File: src/rtl/usr_seq_pkg.sv
// usr_seq_pkg: opcodes, shift-register S codes, FSM encoding and decode helpers.
// ROR/ROL decode only when USR_SEQ_ROTATE_EN is defined.
package usr_seq_pkg;

   localparam logic [2:0] OP_NOP  = 3'd0;
   localparam logic [2:0] OP_LOAD = 3'd1;
   localparam logic [2:0] OP_SHR  = 3'd2;
   localparam logic [2:0] OP_SHL  = 3'd3;
   localparam logic [2:0] OP_INV  = 3'd4;
   localparam logic [2:0] OP_ROR  = 3'd5;
   localparam logic [2:0] OP_ROL  = 3'd6;
   localparam logic [2:0] OP_RSV  = 3'd7;

   localparam logic [2:0] S_HOLD  = 3'b000;
   localparam logic [2:0] S_SHR   = 3'b001;
   localparam logic [2:0] S_SHL   = 3'b010;
   localparam logic [2:0] S_LOAD  = 3'b011;
   localparam logic [2:0] S_INV   = 3'b100;
   localparam logic [2:0] S_ROR   = 3'b101;
   localparam logic [2:0] S_ROL   = 3'b110;

   typedef enum logic [1:0] {
      ST_IDLE = 2'd0,
      ST_RUN  = 2'd1,
      ST_CAPT = 2'd2
   } state_t;

   function automatic logic is_legal(input logic [2:0] op);
      logic ok;
      case (op)
         OP_NOP, OP_LOAD, OP_SHR,
         OP_SHL, OP_INV:  ok = 1'b1;
`ifdef USR_SEQ_ROTATE_EN
         OP_ROR, OP_ROL:  ok = 1'b1;
`endif
         default:         ok = 1'b0;
      endcase
      return ok;
   endfunction

   // Illegal or unmapped opcodes fall back to hold, so 111 never appears.
   function automatic logic [2:0] op_to_s(input logic [2:0] op);
      logic [2:0] s;
      case (op)
         OP_LOAD: s = S_LOAD;
         OP_SHR:  s = S_SHR;
         OP_SHL:  s = S_SHL;
         OP_INV:  s = S_INV;
`ifdef USR_SEQ_ROTATE_EN
         OP_ROR:  s = S_ROR;
         OP_ROL:  s = S_ROL;
`endif
         default: s = S_HOLD;
      endcase
      return s;
   endfunction

endpackage

File: src/rtl/usr_cmd_sequencer_if.sv
// usr_cmd_sequencer_if: command handshake plus shift-register S/I/O bus.
// master = host + shift register side, slave = sequencer.
interface usr_cmd_sequencer_if #(
   parameter int WIDTH = 4,
   parameter int CNT_W = 3
);
   logic             cmd_valid;
   logic             cmd_ready;
   logic [2:0]       cmd_op;
   logic [WIDTH-1:0] cmd_data;
   logic [CNT_W-1:0] cmd_count;
   logic [2:0]       sr_S;
   logic [WIDTH-1:0] sr_I;
   logic [WIDTH-1:0] sr_O;
   logic             done;
   logic             err;
   logic [WIDTH-1:0] result;

   modport master (
      output cmd_valid, cmd_op, cmd_data, cmd_count, sr_O,
      input  cmd_ready, sr_S, sr_I, done, err, result
   );

   modport slave (
      input  cmd_valid, cmd_op, cmd_data, cmd_count, sr_O,
      output cmd_ready, sr_S, sr_I, done, err, result
   );
endinterface

File: src/rtl/usr_step_cnt.sv
// usr_step_cnt: loadable down-counter holding the remaining RUN steps.
// zero flags the cycle in which the last step is being driven.
module usr_step_cnt #(
   parameter int CNT_W = 3
) (
   input  logic             clk,
   input  logic             clear,
   input  logic             load,
   input  logic [CNT_W-1:0] load_val,
   input  logic             dec,
   output logic             zero
);
   localparam logic [CNT_W-1:0] ONE = CNT_W'(1);

   logic [CNT_W-1:0] cnt;

   // Load on accept, count down once per RUN cycle, saturate at zero.
   always_ff @(posedge clk or negedge clear) begin
      if (!clear)
         cnt <= '0;
      else if (load)
         cnt <= load_val;
      else if (dec && cnt != '0)
         cnt <= cnt - ONE;
   end

   assign zero = (cnt == '0);
endmodule

File: src/rtl/usr_cmd_sequencer.sv
// usr_cmd_sequencer: drives a universal shift register through one command.
// Define USR_SEQ_ROTATE_EN to enable ROR/ROL; otherwise they report err.
module usr_cmd_sequencer
   import usr_seq_pkg::*;
#(
   parameter int WIDTH = 4,
   parameter int CNT_W = 3
) (
   input logic               clk,
   input logic               clear,
   usr_cmd_sequencer_if.slave bus
);
   localparam logic [CNT_W-1:0] ONE = CNT_W'(1);

   state_t           state, state_nxt;
   logic             accept;
   logic [CNT_W-1:0] steps_in;
   logic             cnt_zero;
   logic [2:0]       op_q;
   logic             ill_q;
   logic [2:0]       s_q, s_nxt;
   logic [WIDTH-1:0] i_q;
   logic [WIDTH-1:0] res_q;
   logic             done_q, done_nxt;
   logic             err_q, err_nxt;

   assign accept = bus.cmd_valid && (state == ST_IDLE);

   // Step count of the incoming command; illegal commands take no steps.
   always_comb begin
      steps_in = '0;
      if (is_legal(bus.cmd_op)) begin
         case (bus.cmd_op)
            OP_LOAD, OP_INV:  steps_in = ONE;
            OP_SHR, OP_SHL,
            OP_ROR, OP_ROL:   steps_in = bus.cmd_count;
            default:          steps_in = '0;
         endcase
      end
   end

   usr_step_cnt #(.CNT_W(CNT_W)) u_cnt (
      .clk      (clk),
      .clear    (clear),
      .load     (accept),
      .load_val (steps_in - ONE),
      .dec      (state == ST_RUN),
      .zero     (cnt_zero)
   );

   // State register.
   always_ff @(posedge clk or negedge clear) begin
      if (!clear)
         state <= ST_IDLE;
      else
         state <= state_nxt;
   end

   // Next state: zero-step commands skip RUN; RUN ends as the last step commits.
   always_comb begin
      state_nxt = state;
      case (state)
         ST_IDLE:
            if (accept)
               state_nxt = (steps_in == '0) ? ST_CAPT : ST_RUN;
         ST_RUN:
            if (cnt_zero)
               state_nxt = ST_CAPT;
         ST_CAPT:
            state_nxt = ST_IDLE;
         default:
            state_nxt = ST_IDLE;
      endcase
   end

   // Next values of the registered outputs, keyed on the upcoming state.
   always_comb begin
      s_nxt = S_HOLD;
      if (state_nxt == ST_RUN)
         s_nxt = (state == ST_IDLE) ? op_to_s(bus.cmd_op)
                                    : op_to_s(op_q);
      done_nxt = (state == ST_CAPT);
      err_nxt  = (state == ST_CAPT) && ill_q;
   end

   // Output registers and command capture.
   always_ff @(posedge clk or negedge clear) begin
      if (!clear) begin
         s_q    <= S_HOLD;
         i_q    <= '0;
         res_q  <= '0;
         done_q <= 1'b0;
         err_q  <= 1'b0;
         op_q   <= OP_NOP;
         ill_q  <= 1'b0;
      end else begin
         s_q    <= s_nxt;
         done_q <= done_nxt;
         err_q  <= err_nxt;
         if (state == ST_CAPT)
            res_q <= bus.sr_O;
         if (accept) begin
            op_q  <= bus.cmd_op;
            i_q   <= bus.cmd_data;
            ill_q <= !is_legal(bus.cmd_op);
         end
      end
   end

   assign bus.cmd_ready = (state == ST_IDLE);
   assign bus.sr_S      = s_q;
   assign bus.sr_I      = i_q;
   assign bus.done      = done_q;
   assign bus.err       = err_q;
   assign bus.result    = res_q;
endmodule

File: src/flat_wrapper.sv
// flat-port wrapper written by rule: the top's interface ports become plain ports
module usr_cmd_sequencer_flat import usr_seq_pkg::*;
#(
   parameter int WIDTH = 4,
   parameter int CNT_W = 3
)
  (clk, clear, bus_cmd_valid, bus_cmd_op, bus_cmd_data, bus_cmd_count, bus_sr_O, bus_cmd_ready, bus_sr_S, bus_sr_I, bus_done, bus_err, bus_result);
  usr_cmd_sequencer_if #(.WIDTH(WIDTH), .CNT_W(CNT_W)) bus_i ();
  input logic clk;
  input logic clear;
  input wire logic [$bits(bus_i.cmd_valid)-1:0] bus_cmd_valid;
  input wire logic [$bits(bus_i.cmd_op)-1:0] bus_cmd_op;
  input wire logic [$bits(bus_i.cmd_data)-1:0] bus_cmd_data;
  input wire logic [$bits(bus_i.cmd_count)-1:0] bus_cmd_count;
  input wire logic [$bits(bus_i.sr_O)-1:0] bus_sr_O;
  output wire logic [$bits(bus_i.cmd_ready)-1:0] bus_cmd_ready;
  output wire logic [$bits(bus_i.sr_S)-1:0] bus_sr_S;
  output wire logic [$bits(bus_i.sr_I)-1:0] bus_sr_I;
  output wire logic [$bits(bus_i.done)-1:0] bus_done;
  output wire logic [$bits(bus_i.err)-1:0] bus_err;
  output wire logic [$bits(bus_i.result)-1:0] bus_result;
  assign bus_i.cmd_valid = bus_cmd_valid;
  assign bus_i.cmd_op = bus_cmd_op;
  assign bus_i.cmd_data = bus_cmd_data;
  assign bus_i.cmd_count = bus_cmd_count;
  assign bus_i.sr_O = bus_sr_O;
  assign bus_cmd_ready = bus_i.cmd_ready;
  assign bus_sr_S = bus_i.sr_S;
  assign bus_sr_I = bus_i.sr_I;
  assign bus_done = bus_i.done;
  assign bus_err = bus_i.err;
  assign bus_result = bus_i.result;
  usr_cmd_sequencer #(.WIDTH(WIDTH), .CNT_W(CNT_W)) u_core (.clk(clk), .clear(clear), .bus(bus_i));
endmodule
File: config.mk
export PLATFORM = sky130hd
export DESIGN_NAME = usr_cmd_sequencer_flat
export DESIGN_NICKNAME = d
export VERILOG_FILES = /design/src/rtl/usr_seq_pkg.sv /design/src/rtl/usr_cmd_sequencer_if.sv /design/src/rtl/usr_step_cnt.sv /design/src/rtl/usr_cmd_sequencer.sv /design/src/flat_wrapper.sv
export SDC_FILE = /design/constraint.sdc
export NUM_CORES = 1
export LEC_CHECK = 0
export ABC_AREA = 1
export BUFFER_PORTS_ARGS = -buffer_cell sky130_fd_sc_hd__buf_2
export CAP_MARGIN = 5
export CELL_PAD_IN_SITES_DETAIL_PLACEMENT = 0
export CELL_PAD_IN_SITES_GLOBAL_PLACEMENT = 2
export CORE_ASPECT_RATIO = 1.75
export CORE_MARGIN = 10
export CORE_UTILIZATION = 28
export DETAILED_ROUTE_END_ITERATION = 7
export GPL_TIMING_DRIVEN = 0
export PLACE_DENSITY = 0.76
export SYNTH_ARGS = -nofsm -noshare
export SYNTH_HDL_FRONTEND = slang
export SYNTH_SLANG_ARGS = --single-unit
File: constraint.sdc
create_clock -name clk -period 1.7 [get_ports clk]
set_input_delay 0.34 -clock clk [delete_from_list [all_inputs] [get_ports clk]]
set_output_delay 0.34 -clock clk [all_outputs]
set_load 0.05 [all_outputs]
==> impl_metrics.ini <==
[sta]
max_freq_ghz = 0.624
rsz0062_at_grt = no
setup_viol = 0
min_period_ns = 1.60
slew_headroom_pct = 68.0
hold_violations = 0
finClkSkew_ns = 0.00168
worst_pin_slew_ns = 0.480
finalSetupTns_ns = 0
final.period_utilization_pct = 94.3
drv_slew = 0

[global_routing]
grt_pass1_vias = 951
grt.total_usage_pct = 8.14
grt_pass1_wl_um = 4260
grt_overflow = 0
antenna_found_initial = 0
grt_start_max_net_pins = 23

[synth]
synth_mux_area_share_pct = 0
syn_area_per_cell_um2 = 8.04
yosys.area_share.simple_pct = 31.6
synth_top_family_by_area = simple AND/OR/NAND/NOR gates
synth_compound_area_share_pct = 5.96
synth.net_count = 146
yosysSeqAreaShare_pct = 53.5
synth_xor_xnor_area_share_pct = 0
ys_ff_latch = 22
synth_warnings = 0
yosys.area_share.adder_pct = 1.22
synthDistinctLibCells = 20
syn-cell-area_mm2 = 0.00103
synthCells = 128

[floorplanning]
die_w_um = 65.8
initial_core_util_pct = 28.6
io_pins = 31
die_area_mm2 = 0.00659
coreArea_mm2 = 0.00359
num_rows = 29
die_h_um = 100

[critical_path]
worstPathCellList = nor2_4, buf_4, buf_2
crit_arrival_ns = 1.26
crit_end = bus_cmd_ready
endpoint_kind = primary output
criticalPathCategory = flip-flop to primary output
start_kind = flip-flop
slowest_stage = dfrtp_1
regToRegEndpoint = u_core.u_cnt.cnt[2]
reg2reg_slack_ns = 0.17
crit_required_ns = 1.36
crit_path_start = u_core.state[0]
critPathMaxFanout = 7
rr_startpoint = u_core.state[0]
reg2regPathDepth = 11
slowest_delay_ns = 0.43

[placed_design]
io_buffers = 30
placedInstanceArea_mm2 = 0.00124
gp_congestion = 0.753
dp_hpwl_um = 2050

[clocking]
postCtsHoldBufs = 0
cts-buffers-inserted = 3
htree_levels = 1
cts.sinks = 22
clockBufferDepth = 2
cts.reportedPaths.clkPinSlew_ns = 0.07
cts-root-buf = clkbuf_8
clk_latency_ns = 0.26
cts_tree = yes

[route]
vias_per_cell = 4.38
drtPass1Iterations = 4
wl_um = 2480
drc = 0
vias = 910
drt_iter0_markers = 36
postRouteAntennaNets = 0
wl_per_cell_um = 11.9

[run_status]
status = completed

[power_and_ir_drop]
power.density_mw_per_mm2 = 2110
vdd_drop_max_v = 0.000723
leakagePower_nw = 0.735

[cells_and_area]
layout-drive-gt1-share_pct = 25.3
antenna_cells = 0
syn_to_final_growth_pct = 24.9
fillers = 403
num-nets-final = 182
fin_area_mm2 = 0.00128

[flow_run]
drv_cap = 0

[worst_hold_path]
hold_class = input pin to async pin
placed cells by master (no fill, tap or decap), types with 2 or more instances in the layout:
cell type  instances
nand4_1            2
clkbuf_8           3
nand3_1            8
buf_4              2
dfrtp_1           22
a31oi_1            2
nor2_1            12
nand2_2            2
inv_1             15
o21ai_0            5
buf_2             30
nand2_1           48
cells in the mapped netlist:
| cell type | count | area, um2 |
|---|---|---|
| o21ai_0 | 6 | 30.0 |
| nor2_1 | 12 | 45.0 |
| buf_4 | 1 | 7.51 |
| nand3_1 | 8 | 40.0 |
| inv_1 | 15 | 56.3 |
| nand2_1 | 48 | 180 |
| ha_1 | 1 | 12.5 |
| a21o_1 | 1 | 7.51 |
| nor2_4 | 1 | 11.3 |
| nand2_4 | 1 | 11.3 |
| dfrtp_1 | 22 | 551 |
| o22ai_1 | 1 | 6.26 |
| a31oi_1 | 2 | 12.5 |
| nor3b_1 | 1 | 7.51 |
| nand4_1 | 2 | 12.5 |
| nand2_2 | 2 | 12.5 |
| nor3_1 | 1 | 5.00 |
| a21oi_1 | 1 | 5.00 |
| buf_6 | 1 | 11.3 |
| inv_2 | 1 | 3.75 |
report_power, final:
| part | switching (mW) | leakage, nW | internal (mW) | total, mW |
|---|---|---|---|---|
| clock | 0.152 | 0.0216 | 0.158 | 0.310 |
| combinational | 1.07 | 0.435 | 0.422 | 1.50 |
| sequential | 0.145 | 0.279 | 0.759 | 0.904 |
| total | 1.37 | 0.735 | 1.34 | 2.71 |
registers in the layout, summed over array words and instances (netlist names):
name and cells:
u_core.bus.done 1, u_core.u_cnt.cnt 3, u_core.bus.sr_S 3, u_core.bus.result 4
u_core.op_q 3, u_core.bus.err 1, u_core.bus.sr_I 4, u_core.ill_q 1
u_core.state 2
metal layers:
metal  global-route usage (%)  part of all wire, %  vias up
met5                        0                    0        -
met4                     4.30                  2.1        0
met3                     3.12                  8.2        6
met2                     13.8                   51       29
met1                     8.33                   38      407
li1                         -                    -      468
cell type report:
cell class              instances  area [um2]  share of cell area (%)
plain buffers                   2        18.8                    1.46
well taps                      46        57.6                    4.48
repair buffers                 31         158                    12.3
inverters                      16        60.1                    4.67
multi-input cells              88         399                    31.1
clock buffers                   3        41.3                    3.21
flip-flops and latches         22         551                    42.8
critical path, delay by kind of cell (launching register included):
family        cells  cell delay [ns]
simple gates      1             0.15
buf+inv           2             0.43
flops             1             0.43
worst min path at each step:
stage,startpoint,end,slack [ns],cells past startpoint
finish,clear,u_core.bus.sr_S[1],0.03,1
global route,clear,u_core.op_q[0],0.07,1
CTS,clear,u_core.bus.sr_S[0],0.05,1
detailed placement,clear,u_core.bus.sr_S[0],0.33,1
global placement,clear,u_core.bus.sr_S[0],0.33,1
floorplan,clear,u_core.bus.done,0.04,0
stage by stage:
step | hold slack (ns) | std cells | util (%) | setup slack (ns) | total power, mW
2_1_floorplan | 0.0444 | 128 | - | 0.00792 | 2.03
3_3_place_gp | 0.331 | 204 | 34.4 | 0.0661 | 2.39
3_5_place_dp | 0.335 | 204 | 34.4 | 0.0603 | 2.41
4_1_cts | 0.0518 | 207 | 35.6 | 0.0417 | 2.73
5_1_grt | 0.0687 | 208 | 35.8 | 0.0120 | 2.97
6_report | 0.0319 | 208 | 35.8 | 0.0968 | 2.71
logic make-up (layout without fill, tap and decap cells):
group,Yosys count,after routing
and+or+nand+nor,76,76
DFF,22,22
adders and majority gates,1,1
buffers and inverters,18,52
AOI/OAI and AO/OA,11,11
timing repair:
item                       4_1_cts  5_1_grt
setup buffers                    0        1
gates resized for setup          0        1
setup endpoints to repair        0        2
(Power assumes the default switching activity.)
